### src/rtl/factorial_pkg.sv
// Shared definitions for the factorial engine: FSM encoding, accumulator preset
// and product-width helper.
package factorial_pkg;

  localparam int STATE_W = 2;

  typedef logic [STATE_W-1:0] state_t;

  localparam state_t S_IDLE = 2'd0;
  localparam state_t S_MUL  = 2'd1;
  localparam state_t S_DONE = 2'd2;

  // Accumulator preset; zero-extended to OUT_W at the point of use.
  localparam logic [0:0] ONE = 1'b1;

  function automatic int prod_width(input int out_w, input int in_w);
    return out_w + in_w;
  endfunction

endpackage

### src/rtl/load_down_counter.sv
// Loadable down counter with a registered value and a "q <= 1" compare flag.
// Load has priority over decrement.
module load_down_counter #(
  parameter int W = 4
) (
  input  logic         clk,
  input  logic         rst,
  input  logic         ld,
  input  logic         dec,
  input  logic [W-1:0] d,
  output logic [W-1:0] q,
  output logic         le1
);

  // Counter register: load, decrement or hold
  always_ff @(posedge clk or posedge rst) begin
    if (rst) begin
      q <= {W{1'b0}};
    end else if (ld) begin
      q <= d;
    end else if (dec) begin
      q <= q - {{(W-1){1'b0}}, 1'b1};
    end else begin
      q <= q;
    end
  end

  assign le1 = (q <= {{(W-1){1'b0}}, 1'b1});

endmodule

### src/rtl/factorial_unit.sv
// Self-sequenced factorial engine: iterated multiply of an accumulator by a
// down-counting operand, with sticky overflow detection and optional saturation.
module factorial_unit
  import factorial_pkg::*;
#(
  parameter int IN_W  = 4,
  parameter int OUT_W = 32,
  parameter bit SAT   = 1'b0
) (
  input  logic             clk,
  input  logic             rst,
  input  logic             go,
  input  logic [IN_W-1:0]  n,
  output logic             busy,
  output logic             done,
  output logic             ovf,
  output logic [OUT_W-1:0] result
);

  localparam int PW = prod_width(OUT_W, IN_W);

  state_t            state_r;
  state_t            state_nx_s;
  logic [OUT_W-1:0]  acc_r;
  logic              sticky_r;
  logic [IN_W-1:0]   cnt_q_s;
  logic              cnt_le1_s;
  logic              accept_s;
  logic              step_s;
  logic              finish_s;
  logic [PW-1:0]     prod_s;

  assign accept_s = (state_r == S_IDLE) && go;
  assign step_s   = (state_r == S_MUL) && !cnt_le1_s;
  assign finish_s = (state_r == S_MUL) && cnt_le1_s;
  assign prod_s   = PW'(acc_r) * PW'(cnt_q_s);

  load_down_counter #(
    .W (IN_W)
  ) u_cnt (
    .clk (clk),
    .rst (rst),
    .ld  (accept_s),
    .dec (step_s),
    .d   (n),
    .q   (cnt_q_s),
    .le1 (cnt_le1_s)
  );

  // Next-state decode
  always_comb begin
    state_nx_s = state_r;
    case (state_r)
      S_IDLE: begin
        if (go) begin
          state_nx_s = S_MUL;
        end else begin
          state_nx_s = S_IDLE;
        end
      end
      S_MUL: begin
        if (cnt_le1_s) begin
          state_nx_s = S_DONE;
        end else begin
          state_nx_s = S_MUL;
        end
      end
      S_DONE:  state_nx_s = S_IDLE;
      default: state_nx_s = S_IDLE;
    endcase
  end

  // State register with busy/done registered from the next state
  always_ff @(posedge clk or posedge rst) begin
    if (rst) begin
      state_r <= S_IDLE;
      busy    <= 1'b0;
      done    <= 1'b0;
    end else begin
      state_r <= state_nx_s;
      busy    <= (state_nx_s == S_MUL);
      done    <= (state_nx_s == S_DONE);
    end
  end

  // Accumulator and sticky overflow; overflow is any bit above OUT_W in a product
  always_ff @(posedge clk or posedge rst) begin
    if (rst) begin
      acc_r    <= {OUT_W{1'b0}};
      sticky_r <= 1'b0;
    end else if (accept_s) begin
      acc_r    <= OUT_W'(ONE);
      sticky_r <= 1'b0;
    end else if (step_s) begin
      acc_r    <= prod_s[OUT_W-1:0];
      sticky_r <= sticky_r | (|prod_s[PW-1:OUT_W]);
    end else begin
      acc_r    <= acc_r;
      sticky_r <= sticky_r;
    end
  end

  // Result/ovf only change when the computation finishes
  always_ff @(posedge clk or posedge rst) begin
    if (rst) begin
      result <= {OUT_W{1'b0}};
      ovf    <= 1'b0;
    end else if (finish_s) begin
      result <= (SAT && sticky_r) ? {OUT_W{1'b1}} : acc_r;
      ovf    <= sticky_r;
    end else begin
      result <= result;
      ovf    <= ovf;
    end
  end

endmodule

### config.mk
export PLATFORM = sky130hd
export DESIGN_NAME = factorial_unit
export DESIGN_NICKNAME = d
export VERILOG_FILES = /design/src/rtl/factorial_pkg.sv /design/src/rtl/load_down_counter.sv /design/src/rtl/factorial_unit.sv
export SDC_FILE = /design/constraint.sdc
export NUM_CORES = 1
export LEC_CHECK = 0
export BUFFER_PORTS_ARGS = -buffer_cell sky130_fd_sc_hd__buf_2
export CORE_MARGIN = 1.5
export CORE_UTILIZATION = 57
export DETAILED_ROUTE_END_ITERATION = 12
export PLACE_DENSITY = 0.78
export SLEW_MARGIN = 20
export SYNTH_ARGS = -nofsm -noshare
export SYNTH_HDL_FRONTEND = slang
export SYNTH_HIERARCHICAL = 1
export SYNTH_SLANG_ARGS = --single-unit
### constraint.sdc
create_clock -name clk -period 3.9 [get_ports clk]
set_input_delay 0.585 -clock clk [delete_from_list [all_inputs] [get_ports clk]]
set_output_delay 0.585 -clock clk [all_outputs]
set_load 0.1 [all_outputs]
==> results of run 1 <==
==> placed cells by master (no fill, tap or decap), drive strengths merged, types with 3 or more instances in the layout <==
master / count
nand2: 185
and3: 3
or4: 3
a21o: 15
inv: 127
o211ai: 6
nor3: 8
fa: 60
a211oi: 8
and2: 92
and4: 5
xor2: 15
a22o: 3
clkbuf: 12
nor2: 14
nand4: 3
o21ai: 49
a21oi: 30
ha: 42
o31ai: 4
o21a: 7
nand3: 11
buf: 175
o22ai: 3
xnor2: 14
dfrtp: 74
nand2b: 4
a31oi: 5
o21bai: 7
==> state kept, by name, indices dropped and copies added (netlist names) <==
name and count:
result 32, acc_r 32, sticky_r 1, done 1
busy 1, state_r 2, ovf 1, u_cnt/q 4
==> worst max-delay path by stage <==
| stage | from | to | slack [ns] |
|---|---|---|---|
| final | u_cnt/q[2]$_DFFE_PP0P_ | acc_r[31]$_DFFE_PP0P_ | -0.29 |
| after CTS | u_cnt/q[3]$_DFFE_PP0P_ | sticky_r$_DFFE_PP0P_ | -0.16 |
| after floorplan | u_cnt/q[3]$_DFFE_PP0P_ | sticky_r$_DFFE_PP0P_ | -0.07 |
| after detailed placement | u_cnt/q[2]$_DFFE_PP0P_ | sticky_r$_DFFE_PP0P_ | -0.33 |
| after global routing | u_cnt/q[3]$_DFFE_PP0P_ | sticky_r$_DFFE_PP0P_ | -0.41 |
| after global placement | u_cnt/q[2]$_DFFE_PP0P_ | acc_r[28]$_DFFE_PP0P_ | -0.20 |
==> layout make-up <==
cell class	count	area share, %
clock inverters	5	0.600
flip-flops and latches	74	20.2
clock buffers	11	2.64
repair buffers	176	14.3
inverters	127	5.19
well taps	168	2.29
multi-input cells	622	54.8
diodes	1	0.0273
==> Yosys cell counts, types with 7 or more instances <==
cell	instances	area, um^2
sky130_fd_sc_hd__xor2_1	15	131
sky130_fd_sc_hd__a21oi_1	29	145
sky130_fd_sc_hd__a21o_1	15	113
sky130_fd_sc_hd__and2_1	92	576
sky130_fd_sc_hd__clkbuf_1	22	82.6
sky130_fd_sc_hd__nor3_1	8	40.0
sky130_fd_sc_hd__o21a_1	7	52.6
sky130_fd_sc_hd__inv_1	127	477
sky130_fd_sc_hd__ha_1	42	526
sky130_fd_sc_hd__nand2_1	185	694
sky130_fd_sc_hd__fa_1	60	1200
sky130_fd_sc_hd__nand3_1	10	50.1
sky130_fd_sc_hd__dfrtp_1	74	1850
sky130_fd_sc_hd__o21ai_0	42	210
sky130_fd_sc_hd__o21bai_1	7	52.6
sky130_fd_sc_hd__xnor2_1	14	123
sky130_fd_sc_hd__a211oi_1	8	60.1
sky130_fd_sc_hd__nor2_1	14	52.6
==> metal layers <==
layer | vias up | track usage [%] | routed length [um] | part of all wire [%]
li1 | 3055 | - | - | -
met4 | 0 | 12.4 | 588 | 2.8
met3 | 56 | 5.69 | 1690 | 8.2
met2 | 334 | 52.1 | 9860 | 48
met5 | - | 0 | 0 | 0
met1 | 3276 | 44.9 | 8590 | 41
==> worst max-delay path: stages, from the launching register on <==
cell	delay, ns
sky130_fd_sc_hd__dfrtp_2	0.43
sky130_fd_sc_hd__buf_12	0.15
sky130_fd_sc_hd__buf_4	0.15
sky130_fd_sc_hd__and2_1	0.17
sky130_fd_sc_hd__fa_1	0.50
sky130_fd_sc_hd__inv_1	0.05
sky130_fd_sc_hd__fa_1	0.54
sky130_fd_sc_hd__inv_1	0.05
sky130_fd_sc_hd__ha_1	0.32
sky130_fd_sc_hd__nand2_1	0.12
sky130_fd_sc_hd__or4_4	0.43
sky130_fd_sc_hd__or3_4	0.36
sky130_fd_sc_hd__o211ai_4	0.16
sky130_fd_sc_hd__a41o_1	0.31
sky130_fd_sc_hd__a21oi_2	0.08
sky130_fd_sc_hd__xor2_1	0.16
sky130_fd_sc_hd__o21ai_1	0.07
==> kinds of logic (layout without fill, tap and decap cells) <==
logic type | Yosys count | count (layout) | share of synthesized area (%)
and+or+nand+nor | 336 | 336 | 22.9
xor gates and xnor gates | 29 | 29 | 3.56
buffers and inverters | 164 | 319 | 9.23
adders and majority gates | 102 | 102 | 24.2
AOI/OAI and AO/OA | 153 | 153 | 13.8
muxes | 2 | 2 | 0.298
other | 0 | 1 | 0
DFF | 74 | 74 | 26.0
==> per-stage QoR <==
step | hold WS, ns | setup slack [ns] | instances | util (%) | TNS, ns
after global placement | 0.452 | -0.201 | 1157 | 69.0 | -1.68
after detailed placement | 0.457 | -0.331 | 1157 | 69.0 | -3.58
final | 0.141 | -0.289 | 1184 | 75.8 | -1.74
after CTS | 0.140 | -0.164 | 1178 | 73.5 | -0.878
after floorplan | 0.351 | -0.0726 | 860 | - | -0.0726
after global routing | 0.161 | -0.413 | 1183 | 75.8 | -3.69
==> timing repair <==
| action | CTS | global route |
|---|---|---|
| setup endpoints to repair | 18 | 20 |
| gates resized for setup | 45 | 53 |
| pin swaps | 12 | 27 |
| cloned | 0 | 1 |
| hold buffers | 0 | 0 |
| setup buffers | 5 | 4 |
==> metrics.md, run 1 <==
| Metric | Value |
|---|---|
| Worst min-delay path category | `in -> async` |
| Count of buffers inserted at the top-level ports | `41` |
| Largest clock skew in the final design | `0.00635 ns` |
| Synthesized area per cell | `8.29 um^2` |
| Maximum fanout count along the critical path | `8` |
| Worst EP arrival | `4.41 ns` |
| Max transition margin | `54.3%` |
| Kind of end point of the critical path | `flip-flop` |
| Final worst setup slack | `-0.289 ns` |
| Worst flop-to-flop path startpoint | `u_cnt/q[2]$_DFFE_PP0P_` |
| Gr usage total | `32.6%` |
| Final hold violation count | `0` |
| Wire length after detailed routing | `20.7 mm` |
| CP Launch Type | `flip-flop` |
| Area growth from synthesis to final layout | `28.8%` |
| Total congestion overflow | `0` |
| Required time at the worst-slack endpoint | `4.12 ns` |
| Type of the setup path with the least slack | `reg -> reg` |
| Initial DRC Count | `543` |
| Maximum level of the CTS H-tree | `3` |
| Number of buffers added by the clock tree synthesis step | `9` |
| Placed Area | `between 8000 and 9000 um^2` |
| Number of synthesized flops with an enable pin | `0` |
| Gp weighted congestion | `0.930` |
| Proportion of synthesized flip-flops having asynchronous set or reset | `between 90% and 100%` |
| Yosys synthesis warning count | `6` |
| Routed via count divided by cell count | `5.68` |
| R2R cell count | `16` |
| Final-stage net count | `1119` |
| Worst-Margin Slew | `0.683 ns` |
| Total number of vias | `6721` |
| Detailed placement HPWL | `about 14 mm` |
| Number of instances in the synthesized netlist | `860` |
| Period minus WS final | `4.19 ns` |
| Area of the multi-input gates | `between 5000 and 6000 um^2` |
| Routed len/inst | `17.5 um` |
| DR DRC count | `0` |
| # Max-Cap Violations | `0` |
| Clk Latency, worst-skew pair | `0.35 ns` |
| Period utilisation layout | `107%` |
| Horizontal extent of the die | `roughly 110 um` |
| Detailed-router iteration count before antenna repair | `7` |
| Fillcell total | `approximately 840` |
| Primary flip-flop cell chosen by synthesis mapping | `sky130_fd_sc_hd__dfrtp_1` |
| Vias in the first global route | `6718` |
| Remaining antenna violation count | `0` |
| Clock tree from TritonCTS | `done` |
| Seq/Total Area, Yosys | `26.0%` |
| Register-to-Register Setup Slack | `-0.29 ns` |
| Reg-to-reg endpoint | `acc_r[31]$_DFFE_PP0P_` |
| Overall die height | `115 um` |
| Post-route cell area | `9180 um^2` |
| Largest net degree at the start of global routing | `36` |
| Total number of clock tree sinks | `74` |
| Setup violators final | `11` |
| Count of state elements after synthesis | `74` |
| Die Footprint | `13200 um^2` |
| Failing checks | `setup timing` |
| Number of buffers on the longest clock path | `2` |
| Post-Synthesis Net Count | `969` |
| Buffer type at the clock tree root | `sky130_fd_sc_hd__clkbuf_16` |
| Area taken by flip-flops and latches | `1860 um^2` |
| Number of placement rows | `40` |
| Global-route wire length before repair | `roughly 33 mm` |
| Proportion of layout cells with a drive suffix above 1 | `a little over a quarter` |
| Post-Synthesis Cell Area | `7130 um^2` |
| Result of the run | `finished with violations` |
| Max-slew violation count | `0` |
| Boundary pin count | `42` |
| Count of cell types in the netlist | `58` |
| Initial core utilization | `58.9%` |
| Setup repair after global routing missed its margin | `true` |
| Initial antenna violation count | `1` |
| Fmax | `239 MHz` |
| Clock input transition at the sequential cells of the worst setup and hold paths | `0.06 ns` |
| Core Area | `~12000 um^2` |
Power of run 1 is not shown: default switching activity piles up to over one toggle a cycle in this logic, so the estimate is an artifact.
==> run 2: changes to the inputs <==
--- a/config.mk
+++ b/config.mk
@@ -7,9 +7,9 @@
 export LEC_CHECK = 0
 export BUFFER_PORTS_ARGS = -buffer_cell sky130_fd_sc_hd__buf_2
 export CORE_MARGIN = 1.5
-export CORE_UTILIZATION = 57
+export CORE_UTILIZATION = 63
 export DETAILED_ROUTE_END_ITERATION = 12
-export PLACE_DENSITY = 0.78
+export PLACE_DENSITY = 0.82
 export SLEW_MARGIN = 20
 export SYNTH_ARGS = -nofsm -noshare
 export SYNTH_HDL_FRONTEND = slang
==> constraint.sdc (replaced) <==
create_clock -name clk -period 4.68 [get_ports clk]
set_input_delay 0.702 -clock clk [delete_from_list [all_inputs] [get_ports clk]]
set_output_delay 0.702 -clock clk [all_outputs]
set_load 0.1 [all_outputs]
==> run 2 against run 1 <==
Net effect: the run now ends clean; non-clock buffer count shrank 116; clock skew up 0.0036 ns; sequential share of layout area rose by 3.5 points; maximum frequency fell by 7.0%; core utilization shrank 4.1 points; critical path type unchanged; critical endpoint is now acc_r[26]$_DFFE_PP0P_; largest cell class unchanged; highest routed layer unchanged.
==> metrics.md, run 2 (synthesis results as in run 1) <==
| Metric | Value |
|---|---|
| Result of the run | `finished clean` |
| Gp weighted congestion | `between 0.9 and 1` |
| Die Footprint | `roughly 12000 um^2` |
| Total number of vias | `6107` |
| Type of the setup path with the least slack | `reg -> reg` |
| Area growth from synthesis to final layout | `10.0%` |
| Worst min-delay path category | `in -> async` |
| CP Launch Type | `flip-flop` |
| Number of inserted diodes | `0` |
| Initial core utilization | `roughly 65%` |
| Post-CTS Hold Buffers | `0` |
| Routed via count divided by cell count | `about 6` |
| Fin Hold WS | `roughly 0.23 ns` |
| Core Area | `10900 um^2` |
| Required time at the worst-slack endpoint | `4.90 ns` |
| Count of buffers inserted at the top-level ports | `41` |
| Number of placement rows | `38` |
| Longest individual stage delay on the worst path | `0.55 ns` |
| Most common cell after layout, fill and taps aside | `sky130_fd_sc_hd__nand2_1` |
| Initial DRC Count | `614` |
| # Max-Cap Violations | `0` |
| Detailed-router iteration count before antenna repair | `5` |
| Clk Latency, worst-skew pair | `0.36 ns` |
| Maximum fanout count along the critical path | `20` |
| Number of buffers added by the clock tree synthesis step | `9` |
| Number of buffers on the longest clock path | `2` |
| Top library cells by usage in the layout, fill and taps aside | `sky130_fd_sc_hd__nand2_1 (185), sky130_fd_sc_hd__inv_1 (126), sky130_fd_sc_hd__and2_1 (92), sky130_fd_sc_hd__dfrtp_1 (72), sky130_fd_sc_hd__fa_1 (60)` |
| Global-route wire length before repair | `approximately 31 mm` |
| Overall die height | `between 100 and 150 um` |
| Total number of clock tree sinks | `74` |
| Total congestion overflow | `0` |
| Worst-Margin Slew | `0.689 ns` |
| Kind of end point of the critical path | `flip-flop` |
| Final hold violation count | `0` |
| Period minus WS final | `roughly 4.5 ns` |
| Routed len/inst | `~18 um` |
| Remaining antenna violation count | `0` |
| Wire length after detailed routing | `18.7 mm` |
| Proportion of layout cells with a drive suffix above 1 | `about a tenth` |
| Final-stage net count | `1003` |
| R2R cell count | `16` |
| Largest net degree at the start of global routing | `38` |
| Gr usage total | `34.3%` |
| Initial antenna violation count | `0` |
| Highest-delay cell along the critical path | `sky130_fd_sc_hd__fa_1` |
| Boundary pin count | `42` |
| Period utilisation layout | `about 96%` |
| Vias in the first global route | `approximately 6200` |
| Max-slew violation count | `0` |
| Clock tree from TritonCTS | `done` |
| Buffer type at the clock tree root | `sky130_fd_sc_hd__clkbuf_16` |
| Fmax | `about 220 MHz` |
| Fillcell total | `838` |
| Largest clock skew in the final design | `~0.010 ns` |
| Registers with the most flip-flops | `acc_r (32), result (32), u_cnt/q (4)` |
| Max transition margin | `54.0%` |
| Worst path cell trace | `buf_4, and2_1, fa_1, inv_1, fa_1, inv_1, ha_1, a211oi_2, o21ai_1, o31ai_1, buf_4, a21oi_1, a21o_1, a21oi_1, xor2_1, o21ai_0` |
| Clock input transition at the sequential cells of the worst setup and hold paths | `0.06 ns` |
| Setup violators final | `0` |
| Detailed placement HPWL | `approximately 14 mm` |
| Horizontal extent of the die | `around 110 um` |
| Worst EP arrival | `4.72 ns` |
| Maximum level of the CTS H-tree | `3` |
| DR DRC count | `0` |
==> run 2: changes by cell type in the layout (fill, tap and decap cells not counted), sizes merged <==
cell      previous run  this run
clkbuf              12         9
clkinvlp             2         1
inv                127       129
buf                175        60
diode                1         0
bufinv               1         2
==> run 2: metrics by stage <==
step	utilization, %	std cells	worst slack, ns	area (um^2)	TNS (ns)
after CTS	71.2	1036	0.0727	7790	0
final	71.7	1039	0.177	7850	0
after global placement	68.2	1020	0.146	7460	0
after global routing	71.7	1039	-0.00736	7850	-0.00736
after detailed placement	68.2	1020	0.135	7460	0
after floorplan	-	860	0.570	7130	0
==> run 2: routing by layer <==
layer / track usage (%) / routed length, um
met3: 8.18 / 1640
met5: 0 / 0
met4: 13.6 / 488
met2: 52.9 / 8330
met1: 46.8 / 8260
==> run 2: area by class of cell <==
type                            instances  area (um^2)  area share, %
Inverter                              127          477           6.08
Timing Repair Buffer                   60          373           4.75
Tap cell                              140          175           2.23
Clock buffer                            9          225           2.87
Clock inverter                          7          101           1.29
Multi-Input combinational cell        622         4640           59.1
Sequential cell                        74         1860           23.7
==> run 2: worst paths after layout <==
check                                        from                endpoint  slack [ns]
setup / recovery           u_cnt/q[3]$_DFFE_PP0P_   acc_r[26]$_DFFE_PP0P_        0.18
setup reg to reg           u_cnt/q[3]$_DFFE_PP0P_   acc_r[26]$_DFFE_PP0P_        0.18
max in group asynchronous                     rst   acc_r[20]$_DFFE_PP0P_        3.26
hold / removal                                rst  u_cnt/q[2]$_DFFE_PP0P_        0.23
min in group clk            result[5]$_DFFE_PP0P_   result[5]$_DFFE_PP0P_        0.47
hold reg to reg             result[5]$_DFFE_PP0P_   result[5]$_DFFE_PP0P_        0.47
==> run 2: timing repair <==
item,in CTS,in global routing
endpoints found under the setup margin,0,7
setup buffers,0,3
resized for setup,0,9
==> run 2: critical path, delay by kind of cell, from the launching register on <==
kind,cells,cell delay (ns)
xor+xnor,1,0.35
buf+inv,4,0.53
fa+ha+maj,3,1.46
compound gates,7,1.34
simple gates,1,0.20
flops,1,0.47
Power of run 2 is left out for the same reason.
==> run 3: changes to the inputs <==
--- a/config.mk
+++ b/config.mk
@@ -7,9 +7,9 @@
 export LEC_CHECK = 0
 export BUFFER_PORTS_ARGS = -buffer_cell sky130_fd_sc_hd__buf_2
 export CORE_MARGIN = 1.5
-export CORE_UTILIZATION = 63
+export CORE_UTILIZATION = 57
 export DETAILED_ROUTE_END_ITERATION = 12
-export PLACE_DENSITY = 0.82
+export PLACE_DENSITY = 0.78
 export SLEW_MARGIN = 20
 export SYNTH_ARGS = -nofsm -noshare
 export SYNTH_HDL_FRONTEND = slang
==> constraint.sdc (replaced) <==
create_clock -name clk -period 3.8 [get_ports clk]
set_input_delay 0.57 -clock clk [delete_from_list [all_inputs] [get_ports clk]]
set_output_delay 0.57 -clock clk [all_outputs]
set_load 0.1 [all_outputs]
==> run 3 against run 2 <==
Net effect: the run now ends with setup timing left; via count up 17%; maximum frequency is 6.8% higher; final cell count up 16%; register-to-register slack worse by 0.59 ns; non-clock buffer count increased by 141; routed wire length grew 30%; critical path type unchanged; critical endpoint is now acc_r[29]$_DFFE_PP0P_.
==> metrics.md, run 3 (synthesis results as in run 1) <==
| Metric | Value |
|---|---|
| Largest clock skew in the final design | `0.0159 ns` |
| Worst min-delay path category | `in -> async` |
| Detailed placement HPWL | `14.7 mm` |
| Max-slew violation count | `0` |
| Max transition margin | `32.0%` |
| # Max-Cap Violations | `0` |
| Global-route wire length before repair | `34.4 mm` |
| Worst-Margin Slew | `slightly above 1 ns` |
| Detailed-router iteration count before antenna repair | `5` |
| Total number of vias | `7169` |
| Total number of clock tree sinks | `74` |
| Reg-to-reg endpoint | `acc_r[29]$_DFFE_PP0P_` |
| Initial core utilization | `58.9%` |
| CP Launch Type | `flip-flop` |
| Top library cells by usage in the layout, fill and taps aside | `sky130_fd_sc_hd__nand2_1 (182), sky130_fd_sc_hd__buf_4 (137), sky130_fd_sc_hd__inv_1 (112), sky130_fd_sc_hd__and2_1 (76), sky130_fd_sc_hd__dfrtp_1 (72)` |
| Final core area utilization | `79.2%` |
| Kind of end point of the critical path | `flip-flop` |
| Vias in the first global route | `7052` |
| Worst flop-to-flop path startpoint | `u_cnt/q[3]$_DFFE_PP0P_` |
| Area growth from synthesis to final layout | `34.5%` |
| Setup repair after global routing missed its margin | `true` |
| Count of buffers inserted at the top-level ports | `41` |
| Worst EP arrival | `4.45 ns` |
| Gr usage total | `33.9%` |
| Number of buffers added by the clock tree synthesis step | `9` |
| Maximum fanout count along the critical path | `7` |
| Boundary pin count | `42` |
| Most common cell after layout, fill and taps aside | `sky130_fd_sc_hd__nand2_1` |
| Clock input transition at the sequential cells of the worst setup and hold paths | `0.07 ns` |
| Proportion of layout cells with a drive suffix above 1 | `32.3%` |
| Final-stage net count | `1144` |
| Period minus WS final | `4.21 ns` |
| Total congestion overflow | `0` |
| Final worst setup slack | `-0.415 ns` |
| Wire length after detailed routing | `~24 mm` |
| DR DRC count | `0` |
| Horizontal extent of the die | `roughly 110 um` |
| Registers with the most flip-flops | `acc_r (32), result (32), u_cnt/q (4)` |
| Gp weighted congestion | `0.987` |
| Routed len/inst | `20.1 um` |
| Buffer type at the clock tree root | `sky130_fd_sc_hd__clkbuf_16` |
| Number of placement rows | `40` |
| Overall die height | `115 um` |
| Period utilisation layout | `111%` |
| Largest net degree at the start of global routing | `36` |
| Number of inserted diodes | `0` |
| Fmax | `237 MHz` |
| Failing checks | `setup timing` |
| Required time at the worst-slack endpoint | `4.03 ns` |
| Routed via count divided by cell count | `5.93` |
| Clk Latency, worst-skew pair | `0.36 ns` |
| Final hold violation count | `0` |
| Register-to-Register Setup Slack | `-0.41 ns` |
| Clock tree from TritonCTS | `done` |
| Core Area | `around 12000 um^2` |
| Initial antenna violation count | `0` |
| Maximum level of the CTS H-tree | `3` |
| Initial DRC Count | `807` |
| Number of buffers on the longest clock path | `2` |
| R2R cell count | `17` |
| Type of the setup path with the least slack | `reg -> reg` |
| Remaining antenna violation count | `0` |
| Die Footprint | `13200 um^2` |
| Setup violators final | `19` |
| Result of the run | `finished with violations` |
run 3: cell count changes in the layout (fill, tap and decap cells not counted), sizes merged:
cell	change
bufinv	-2
clkinvlp	+2
clkbuf	+3
buf	+140
inv	-2
run 3: worst max-delay path by stage:
stage	startpoint	end	slack, ns	cells past startpoint
6_report	u_cnt/q[3]$_DFFE_PP0P_	acc_r[29]$_DFFE_PP0P_	-0.41	17
5_1_grt	u_cnt/q[3]$_DFFE_PP0P_	sticky_r$_DFFE_PP0P_	-0.55	15
3_3_place_gp	u_cnt/q[2]$_DFFE_PP0P_	sticky_r$_DFFE_PP0P_	-0.28	15
4_1_cts	u_cnt/q[2]$_DFFE_PP0P_	sticky_r$_DFFE_PP0P_	-0.28	16
2_1_floorplan	u_cnt/q[3]$_DFFE_PP0P_	sticky_r$_DFFE_PP0P_	-0.17	16
3_5_place_dp	u_cnt/q[3]$_DFFE_PP0P_	sticky_r$_DFFE_PP0P_	-0.38	15
run 3: through the flow:
stage | cell area [um^2] | hold slack, ns | worst slack [ns] | std cells | TNS [ns]
3_3_place_gp | 8430 | 0.452 | -0.281 | 1165 | -3.13
6_report | 9590 | 0.142 | -0.415 | 1208 | -5.01
4_1_cts | 9090 | 0.121 | -0.278 | 1189 | -1.92
2_1_floorplan | 7180 | 0.336 | -0.173 | 860 | -0.352
5_1_grt | 9590 | 0.146 | -0.555 | 1208 | -6.56
3_5_place_dp | 8430 | 0.457 | -0.378 | 1165 | -4.57
run 3: area by class of cell:
class	instances	area, um^2
multi-input cells	622	5240
repair buffers	201	1540
flip-flops and latches	74	1850
clock inverters	5	32.5
clock buffers	11	233
well taps	168	210
inverters	127	477
fillers	696	2520
run 3: metal layers:
layer  up-vias  GRT usage (%)  part of all wire [%]
met5         -              0                     0
met4         0           14.1                   6.1
met3       138           6.54                   8.6
met2       458           57.4                    49
met1      3479           42.8                    37
li1       3094              -                     -
run 3: what timing repair did:
action | CTS | global route
gates cloned | 0 | 1
endpoints found under the setup margin | 20 | 23
hold buffers | 0 | 0
endpoints found under the hold margin | 0 | 0
resized for setup | 64 | 91
pin swaps | 25 | 64
buffers inserted | 8 | 19
run 3: worst max-delay path, stage by stage (launching register included):
cell	delay, ns
sky130_fd_sc_hd__dfrtp_2	0.45
sky130_fd_sc_hd__buf_12	0.15
sky130_fd_sc_hd__and2_1	0.17
sky130_fd_sc_hd__fa_1	0.54
sky130_fd_sc_hd__inv_1	0.06
sky130_fd_sc_hd__fa_1	0.53
sky130_fd_sc_hd__inv_1	0.09
sky130_fd_sc_hd__ha_4	0.30
sky130_fd_sc_hd__nand2_2	0.07
sky130_fd_sc_hd__or4_1	0.51
sky130_fd_sc_hd__or3_4	0.42
sky130_fd_sc_hd__o211ai_4	0.13
sky130_fd_sc_hd__buf_6	0.14
sky130_fd_sc_hd__a21oi_2	0.05
sky130_fd_sc_hd__buf_4	0.13
sky130_fd_sc_hd__o21ai_2	0.11
sky130_fd_sc_hd__xnor2_1	0.14
sky130_fd_sc_hd__o21ai_1	0.09
Power of run 3 is left out for the same reason.
